## src/rtl/instruction_fetch_unit.sv

```systemverilog
// instruction_fetch_unit: PC owner and IF/ID register for a combinational-read instruction memory
// Ports: clk/rst_n clock and async active-low reset; imem_addr/imem_data memory read path;
//   instr_out/pc_out/instr_valid/instr_ready IF/ID handshake toward decode;
//   redirect_valid/redirect_pc branch/jump target; halted set after HALT_INSTR; fetch_count captures since reset.
module instruction_fetch_unit #(
    parameter int                 ADDR_W     = 32,
    parameter int                 DATA_W     = 32,
    parameter logic [ADDR_W-1:0]  RESET_PC   = '0,
    parameter logic [ADDR_W-1:0]  PC_STEP    = ADDR_W'(1),
    parameter logic [DATA_W-1:0]  HALT_INSTR = 32'hFFFF_FFFF,
    parameter int                 CNT_W      = 16
) (
    input  logic              clk,
    input  logic              rst_n,
    output logic [ADDR_W-1:0] imem_addr,
    input  logic [DATA_W-1:0] imem_data,
    output logic [DATA_W-1:0] instr_out,
    output logic [ADDR_W-1:0] pc_out,
    output logic              instr_valid,
    input  logic              instr_ready,
    input  logic              redirect_valid,
    input  logic [ADDR_W-1:0] redirect_pc,
    output logic              halted,
    output logic [CNT_W-1:0]  fetch_count
);
    typedef enum logic {RUN, HALT} state_t;
    state_t            state, state_nxt;
    logic [ADDR_W-1:0] pc, pc_nxt, pc_out_nxt;
    logic [DATA_W-1:0] instr_nxt;
    logic              valid_nxt;
    logic [CNT_W-1:0]  count_nxt;
    logic              slot_free;
    assign imem_addr = pc;
    assign halted    = (state == HALT);
    assign slot_free = !instr_valid || instr_ready;
    always_ff @(posedge clk or negedge rst_n) begin
        if (!rst_n) begin
            state       <= RUN;
            pc          <= RESET_PC;
            instr_out   <= '0;
            pc_out      <= '0;
            instr_valid <= 1'b0;
            fetch_count <= '0;
        end else begin
            state       <= state_nxt;
            pc          <= pc_nxt;
            instr_out   <= instr_nxt;
            pc_out      <= pc_out_nxt;
            instr_valid <= valid_nxt;
            fetch_count <= count_nxt;
        end
    end
    always_comb begin
        state_nxt  = state;
        pc_nxt     = pc;
        instr_nxt  = instr_out;
        pc_out_nxt = pc_out;
        valid_nxt  = instr_valid;
        count_nxt  = fetch_count;
        if (redirect_valid) begin
            // A redirect flushes the held word even if decode is taking it this cycle.
            pc_nxt    = redirect_pc;
            valid_nxt = 1'b0;
            state_nxt = RUN;
        end else if (state == RUN && slot_free) begin
            instr_nxt  = imem_data;
            pc_out_nxt = pc;
            valid_nxt  = 1'b1;
            count_nxt  = fetch_count + CNT_W'(1);
            // The halt word is delivered but the PC parks on it.
            pc_nxt     = (imem_data == HALT_INSTR) ? pc : pc + PC_STEP;
            state_nxt  = (imem_data == HALT_INSTR) ? HALT : RUN;
        end else if (state == HALT && instr_valid && instr_ready) begin
            valid_nxt = 1'b0;
        end
    end
endmodule

```

## config.mk

```make
export PLATFORM = sky130hd
export DESIGN_NAME = instruction_fetch_unit
export DESIGN_NICKNAME = d
export VERILOG_FILES = /design/src/rtl/instruction_fetch_unit.sv
export SDC_FILE = /design/constraint.sdc
export NUM_CORES = 1
export LEC_CHECK = 0
export CAP_MARGIN = 20
export CORE_MARGIN = 2
export CORE_UTILIZATION = 49
export DETAILED_ROUTE_END_ITERATION = 6
export PLACE_DENSITY = 0.95
export SYNTH_ARGS = -nofsm -noshare
export SYNTH_HDL_FRONTEND = slang
export SYNTH_SLANG_ARGS = --single-unit
```

## constraint.sdc

```tcl
create_clock -name clk -period 3.65 [get_ports clk]
set_input_delay 0.9125 -clock clk [delete_from_list [all_inputs] [get_ports clk]]
set_output_delay 0.9125 -clock clk [all_outputs]
set_load 0.05 [all_outputs]
```

Word-level counts from Yosys, hierarchy flattened
Index checks and enable logic that the tools add are counted.
Widths: inputs -> output; s select.
{"block": "word_totals", "register_bits": 114, "word_cells": 30, "output_inout_bits": 114, "input_bits": 68}
{"block": "classes", "mux": 9, "n_bitwise": 2, "reduce_logical": 9, "eq_ne": 2, "add_sub_neg": 2}
{"cell": "$mux 32", "count": 3}
{"cell": "$add 32x1->32 const B", "count": 1}
{"cell": "$eq 32x32->1 const B", "count": 1}
{"cell": "$add 16x1->16 const B", "count": 1}
{"cell": "$mux 1", "count": 6}
{"cell": "$reduce_and 2->1", "count": 2}
{"cell": "$logic_and 1x1->1", "count": 3}
{"cell": "$reduce_bool 3->1", "count": 1}
{"cell": "$ne 2x2->1 const B", "count": 1}
{"cell": "$not 1->1", "count": 2}
{"cell": "$reduce_bool 2->1", "count": 1}
{"cell": "$logic_not 1->1", "count": 1}
{"cell": "$logic_or 1x1->1", "count": 1}

Depth between registers and ports, before layout
Gate-level depths: netlist of the first run.
{"block": "depth", "word_depth": 5, "ltp_mapped": 7, "ltp_nobuf": 6}

Least setup slack after synthesis of the first run
No wires, ideal clock.
{"block": "synth_path", "path_type": "register to register", "from": "reg pc[3], in the netlist imem_addr[3]", "to": "reg pc[31], in the netlist imem_addr[31]", "path_stages_with_launch": 8, "synth_period_minus_slack_ns": 2.809, "n_path_buf": 2, "setup_time_ns": 0.120, "path_slack_ns": 0.841, "t_arrival_ns": 2.689, "required_ns": 3.530, "path_cell_list": "dfrtp_1 > buf_2 > nand4_4 > or4_1 > buf_2 > or3_4 > or4b_1 > o211a_1"}
{"block": "synth_between", "elab_chain_cells": 4}
{"element": "start: declaration", "line_no": "28", "source": "logic [ADDR_W-1:0] pc, pc_nxt, pc_out_nxt;"}
{"element": "start signal: assignment", "line_no": "46", "source": "pc <= pc_nxt;"}
{"element": "$add 32x1->32", "line_no": "71", "source": "pc_nxt = (imem_data == HALT_INSTR) ? pc : pc + PC_STEP;"}
{"element": "$mux 32", "line_no": "71"}
{"element": "$mux 32", "line_no": "65", "source": "end else if (state == RUN && slot_free) begin"}
{"element": "$mux 32", "line_no": "60", "source": "if (redirect_valid) begin"}
No other way between the ends. The select of a mux whose other input is x is not followed.
A chain may end at the register's enable or synchronous reset.

Final worst setup path of the first run
{"block": "layout_path", "from": "in instr_ready", "to": "reg pc[19], in the netlist imem_addr[19]"}
{"block": "layout_between", "elab_chain_cells": 4}
{"element": "start: declaration", "line_no": "20", "source": "input logic instr_ready,"}
{"element": "$logic_or 1x1->1", "line_no": "35", "source": "assign slot_free = !instr_valid || instr_ready;"}
{"element": "$logic_and 1x1->1", "line_no": "65"}
{"element": "$reduce_bool 2->1 (no source line)"}
{"element": "$reduce_and 2->1 (no source line)"}
No other way between the ends.

==> impl_metrics.yaml, run 1 <==
placed_design:
  portBuffers: 181
  dpl.hpwl_mm: 11.38
  gp_congestion: 0.9290
global_routing:
  antenna_found_initial: 0
  track_usage_pct: 29.73
  grt_max_degree: 61
  overflow: 0
  grt_pass1_wl_mm: 26.92
  grt_pass1_vias: 5401
floorplanning:
  die_w_um: 108.2
  coreArea_um2: 10700
  initial_core_util_pct: 49.68
  rows: 38
  die_h_um: 108.2
  dieArea_um2: 11700
  pin_count: 182
detailed_routing:
  ant_nets: 0
  totalWireLength_mm: 17.04
  drt-initial-drc-count: 565
  drcViolationCount: 0
  viasPerCell: 5.836
  dr.pass1.iters: 7
  num_vias: 5445
  post_drt_wl_per_cell_um: 18.27
clocking:
  tritoncts: "yes"
  path_clk_slew_ns: 0.06
  cts_hold_repair.buffers: 0
  cts_root_buffer: "clkbuf_8"
  cts_setup_buffers: 0
  cts_resized: 0
  cts_made_buffers: 17
  clkLatencyLatePin_ns: 0.52
  clockBufferDepth: 2
  clkSinkCount: 114
  htree_levels: 4
finish:
  syn2layout_area_growth_pct: 48.40
  drive_gt1_share_pct: 6.305
  nets: 850
  final_util_pct: 73.73
  fillCellCount: 726
  diodes: 0
worst_setup_path:
  crit_start: "instr_ready"
  crit_chain: "clkdlybuf4s50_1 > nor2b_1 > o21ai_0 > o31a_1 > o21ai_0 > a22oi_1"
  crit_type: "in -> reg"
  crit_slowest_cell: "o31a_1"
  r2r-end: "imem_addr[31]$_DFFE_PN0P_"
  setup.worst_path.start_class: "primary input"
  critPathTopFamily: "compound AO/OA/AOI/OAI gates"
  timing.reg2reg.setup_slack_ns: 0.86
  worstPathMaxFanout: 30
  crit_path_frequent_cell: "o21ai_0"
  endpoint_kind: "flop"
  critical_path_required_ns: 4.07
  r2r_start: "imem_addr[10]$_DFFE_PN0P_"
  cp_slowest_stage_delay_ns: 0.95
  worst_ep_arrival_time_ns: 3.32
  worst-path-buf-inv: 1
  reg2reg_depth: 5
synthesis:
  ys_warn_count: 0
  synth.distinct_cells: 54
  muxShareOfSynthArea_pct: 0.3766
  postSynthRegisterBits: 114
  synthAdderAreaFrac_pct: 0.4708
  ys_async_sr_fraction_pct: 100.0
  ys.flop_type: "dfrtp_1"
  synth-simple-area-share_pct: 26.72
  syn-num-nets: 674
  synth_seq_area_share_pct: 53.67
  syn_area_um2: 5315
  syn_area_per_cell_um2: 8.800
  synth_top_family_by_area: "simple AND/OR/NAND/NOR gates"
  synth_xor_area_share_pct: 2.472
  synth_compound_area_share_pct: 13.56
  synth_cells: 604
  synth_edf_count: 0
run_status:
  status: "completed"
power:
  powerDensity_nw_per_um2: 659.9
  p_leak_uw: 0.003503
  ir_worst_vdd_mv: 0.3858
timing:
  finalCritPeriodShare_pct: 79.25
  period_minus_slack_ns: 2.893
  hold_violations: 0
  maxSlewViolCount: 0
  rsz0062_at_grt: "no"
  slew_headroom_pct: 24.58
  setup-violations-final: 0
  worstMarginPinSlew_ns: 1.131
  fin_worst_skew_ns: 0.007911
  tns_ns: 0
  fmax_mhz: 345.7
hold_path:
  hold_class: "in -> async"
run:
  cap_violations: 0
layout make-up:
class / count / area [µm²] / share of cell area (%)
Multi-Input combinational cell: 452 / 2325 / 29.47
Inverter: 4 / 15.01 / 0.1904
Tap cell: 140 / 175.2 / 2.221
Clock inverter: 9 / 151.4 / 1.919
Sequential cell: 114 / 2853 / 36.17
Clock buffer: 23 / 476.7 / 6.044
Timing Repair Buffer: 191 / 1892 / 23.98
kinds of logic (layout without fill, tap and decap cells):
group           after synthesis  count (layout)
xor+xnor                     15              15
mux                           2               2
compound gates              115             115
fa+ha+maj                     2               2
buf+inv                      38             227
simple gates                318             318
flops                       114             114
worst max-delay path by stage:
stage	endpoint	slack, ns	cells past startpoint
after CTS	imem_addr[3]	0.77	1
after detailed placement	imem_addr[9]$_DFFE_PN0P_	0.30	6
after global placement	imem_addr[21]$_DFFE_PN0P_	0.36	5
after global routing	imem_addr[9]$_DFFE_PN0P_	0.68	7
final	imem_addr[19]$_DFFE_PN0P_	0.76	6
after floorplan	imem_addr[31]$_DFFE_PN0P_	0.84	7
report_power, final:
group	internal, µW	leakage, µW	switching (µW)
sequential	1480	0.00140	222
clock	1180	0.000308	583
combinational	574	0.00180	1170
total	3230	0.00350	1970
synth_stat cells, drive strengths merged, types with 2 or more instances:
| cell type | n | area share, % |
|---|---|---|
| a211oi | 2 | 0.28 |
| a21o | 2 | 0.28 |
| a21oi | 32 | 3.0 |
| a22o | 2 | 0.33 |
| a2bb2oi | 4 | 0.66 |
| a31o | 2 | 0.33 |
| a31oi | 5 | 0.59 |
| a32oi | 2 | 0.33 |
| and2 | 4 | 0.47 |
| and3 | 10 | 1.2 |
| and4 | 6 | 0.99 |
| buf | 4 | 0.33 |
| clkbuf | 30 | 2.1 |
| dfrtp | 114 | 54 |
| ha | 2 | 0.47 |
| inv | 4 | 0.28 |
| mux2i | 2 | 0.38 |
| nand2 | 218 | 15 |
| nand3 | 16 | 1.5 |
| nand4 | 20 | 2.6 |
| nor2 | 18 | 1.3 |
| nor3 | 6 | 0.56 |
| nor4 | 8 | 0.94 |
| o21ai | 38 | 3.6 |
| o22ai | 6 | 0.71 |
| o31a | 2 | 0.33 |
| o31ai | 3 | 0.52 |
| o32a | 3 | 0.56 |
| or3 | 3 | 0.45 |
| or4 | 3 | 0.42 |
| xnor2 | 13 | 2.1 |
| xor2 | 2 | 0.33 |
sequential cells by signal, summed over array words and instances, names as in the netlist:
register,cells
halted,1
imem_addr,32
instr_valid,1
pc_out,32
fetch_count,16
instr_out,32
layer usage:
| metal | vias up | track usage (%) | routed length [µm] |
|---|---|---|---|
| met5 | - | 0 | 0 |
| met4 | 0 | 13.19 | 707 |
| met3 | 78 | 8.620 | 1604 |
| met2 | 369 | 47.66 | 8244 |
| met1 | 2547 | 37.54 | 6487 |
| li1 | 2451 | - | - |
metrics by stage:
stage | hold WS (ns) | setup slack (ns) | power, µW | area [µm²] | std cells
after global routing | 0.4910 | 0.6812 | 5394 | 7888 | 933
after detailed placement | 0.4611 | 0.3038 | 3435 | 7259 | 901
after CTS | 0.4596 | 0.7741 | 5209 | 7888 | 933
final | 0.4429 | 0.7574 | 5205 | 7888 | 933
after floorplan | 0.6169 | 0.8405 | 2749 | 5315 | 604
after global placement | 0.4566 | 0.3647 | 3381 | 7259 | 901
worst register-to-register path, delay by kind of cell (launching register included):
kind	cells	cell delay (ns)
AND/OR/NAND/NOR	4	1.98
flip-flops	1	0.49
AO/OA/AOI/OAI	1	0.22
layout by cell type, fill, tap and decap left out, types with 2 or more instances in the layout:
cell type	synthesis	final
a32oi_1	2	2
o32a_1	3	3
buf_4	0	10
a31o_2	2	2
and4_1	6	6
or3_1	2	2
o31a_1	2	2
dfrtp_1	114	114
mux2i_1	2	2
o31ai_1	2	2
nand3_1	16	16
a2bb2oi_1	4	4
a21oi_1	32	32
xnor2_1	13	13
a31oi_1	5	5
o22ai_1	6	6
inv_1	4	4
nand2_1	218	217
a21o_1	2	2
and3_1	10	10
nor2_1	18	18
nor3_1	6	5
o21ai_0	38	38
a211oi_1	2	2
xor2_1	2	2
ha_1	2	2
a22o_1	2	2
clkbuf_16	0	16
clkbuf_8	0	5
clkinv_2	0	3
clkbuf_1	30	2
bufinv_16	0	4
clkdlybuf4s50_1	0	179
nand4_1	19	19
and2_1	4	4
nor4_1	8	8
or4_1	3	3
Note: power is estimated with default switching activity, not from simulation.
==> run 2: changes to the inputs <==
CORE_UTILIZATION = 46   (was 49)
PLACE_DENSITY = 0.93   (was 0.95)
clock period = 3 ns   (was 3.65 ns; I/O delays follow)
==> impl_metrics.yaml, run 2 (synthesized netlist as in run 1, its figures left out) <==
global_routing:
  met2_usage_pct: 46.38
  busiest_layer: "met2"
  grt_pass1_wl_mm: 27.19
  overflow: 0
  grt_max_degree: 52
  antenna_found_initial: 0
  met3_usage_pct: 6.206
  track_usage_pct: 27.57
  grt_util_met1_pct: 34.02
  grt_pass1_vias: 5287
detailed_routing:
  drcViolationCount: 0
  dr.pass1.iters: 5
  num_vias: 5381
  viasPerCell: 5.688
  drt-initial-drc-count: 482
  ant_nets: 0
  post_drt_wl_per_cell_um: 17.86
  totalWireLength_mm: 16.90
power:
  clockPowerShare_pct: 32.5
  ir_worst_vdd_mv: 0.7275
  powerDensity_nw_per_um2: 781.7
  p_int_uw: 3796
  share_seq_of_total_power_pct: 33.3
  switching_power_uw: 2417
  p_leak_uw: 0.003516
  pwr-share-comb_pct: 34.2
  switching_share_pct: 38.90
  power_uw: 6213
run_status:
  status: "completed"
worst_setup_path:
  crit_chain: "clkdlybuf4s50_1"
  cp_slowest_stage_delay_ns: 0.89
  endpoint_kind: "primary output"
  crit_slowest_cell: "clkdlybuf4s50_1"
  crit_type: "reg -> out"
  setup.worst_path.start_class: "flop"
  crit_start: "imem_addr[14]$_DFFE_PN0P_"
  critical_path_required_ns: 2.25
  worstPathMaxFanout: 10
  critPathTopFamily: "buffers and inverters"
  worst-path-buf-inv: 1
  timing.reg2reg.setup_slack_ns: 0.41
  r2r_start: "imem_addr[4]$_DFFE_PN0P_"
  worst_ep_arrival_time_ns: 1.89
clocking:
  cts_hold_repair.buffers: 0
  path_clk_slew_ns: 0.06
  cts_root_buffer: "clkbuf_16"
  htree_levels: 4
  tritoncts: "yes"
  cts_made_buffers: 17
  cts_setup_buffers: 0
  clkSinkCount: 114
  clockBufferDepth: 2
  cts_resized: 0
  clkLatencyLatePin_ns: 0.41
timing:
  finalCritPeriodShare_pct: 87.86
  setup-violations-final: 0
  worstMarginPinSlew_ns: 0.8158
  maxSlewViolCount: 0
  fmax_mhz: 379.4
  fin_worst_skew_ns: 0.008544
  tns_ns: 0
  hold_violations: 0
  period_minus_slack_ns: 2.636
  rsz0062_at_grt: "no"
  slew_headroom_pct: 45.11
placed_design:
  portBuffers: 181
  dpl.hpwl_mm: 11.65
  gp_congestion: 0.9341
floorplanning:
  die_w_um: 111.5
  pin_count: 182
  dieArea_um2: 12430
  initial_core_util_pct: 46.75
  die_h_um: 111.5
  coreArea_um2: 11370
  rows: 39
finish:
  diodes: 0
  drive_gt1_share_pct: 7.721
  syn2layout_area_growth_pct: 49.55
  layout_common_cells: "217 x nand2_1, 179 x clkdlybuf4s50_1, 114 x dfrtp_1, 38 x o21ai_0, 32 x a21oi_1"
  nets: 860
  final_common_cell: "nand2_1"
run:
  cap_violations: 0
hold_path:
  hold_class: "in -> async"
-- run 2: area by class of cell --
type | count | area, µm²
Sequential cell | 114 | 2853
Tap cell | 143 | 178.9
Timing Repair Buffer | 201 | 1979
Multi-Input combinational cell | 452 | 2325
Clock inverter | 12 | 131.4
Clock buffer | 20 | 466.7
Fill cell | 822 | 3421
Inverter | 4 | 15.01
-- run 2: final timing paths --
kind,end,depth (start not counted)
max in group asynchronous,pc_out[30]$_DFFE_PN0P_,2
hold reg to reg,pc_out[16]$_DFFE_PN0P_,2
setup reg to reg,imem_addr[31]$_DFFE_PN0P_,5
setup / recovery,imem_addr[14],1
hold / removal,fetch_count[7]$_DFFE_PN0P_,1
min in group clk,pc_out[16]$_DFFE_PN0P_,2
-- run 2: through the flow --
step / hold WS [ns] / worst slack [ns] / cells / instance area, µm² / util [%]
6_report: 0.3137 / 0.3641 / 946 / 7949 / 69.91
2_1_floorplan: 0.4544 / 0.1905 / 604 / 5315 / -
3_5_place_dp: 0.4616 / 0.02820 / 914 / 7351 / 64.65
4_1_cts: 0.3377 / 0.3725 / 946 / 7949 / 69.91
5_1_grt: 0.3522 / 0.3230 / 946 / 7949 / 69.91
3_3_place_gp: 0.4570 / 0.07040 / 914 / 7351 / 64.65
-- run 2: per-layer routing --
layer	wire (µm)	share of wire, %
met1	6523	39
met2	8571	51
met3	1204	7.1
met4	598	3.5
met5	0	0
-- run 2: power by group through the flow --
stage | clock network, µW | logic (µW) | registers, µW
2_1_floorplan | 0 | 402 | 2940
3_3_place_gp | 0 | 2080 | 2060
3_5_place_dp | 0 | 2120 | 2080
4_1_cts | 2040 | 2140 | 2060
5_1_grt | 2110 | 2230 | 2100
6_report | 2020 | 2130 | 2070
==> run 3: changes to the inputs <==
ABC_CLOCK_PERIOD_IN_PS = 3000   (was default)
==> results of run 3 <==
No change in the layout: final DEF, timing and power equal those of run 2.
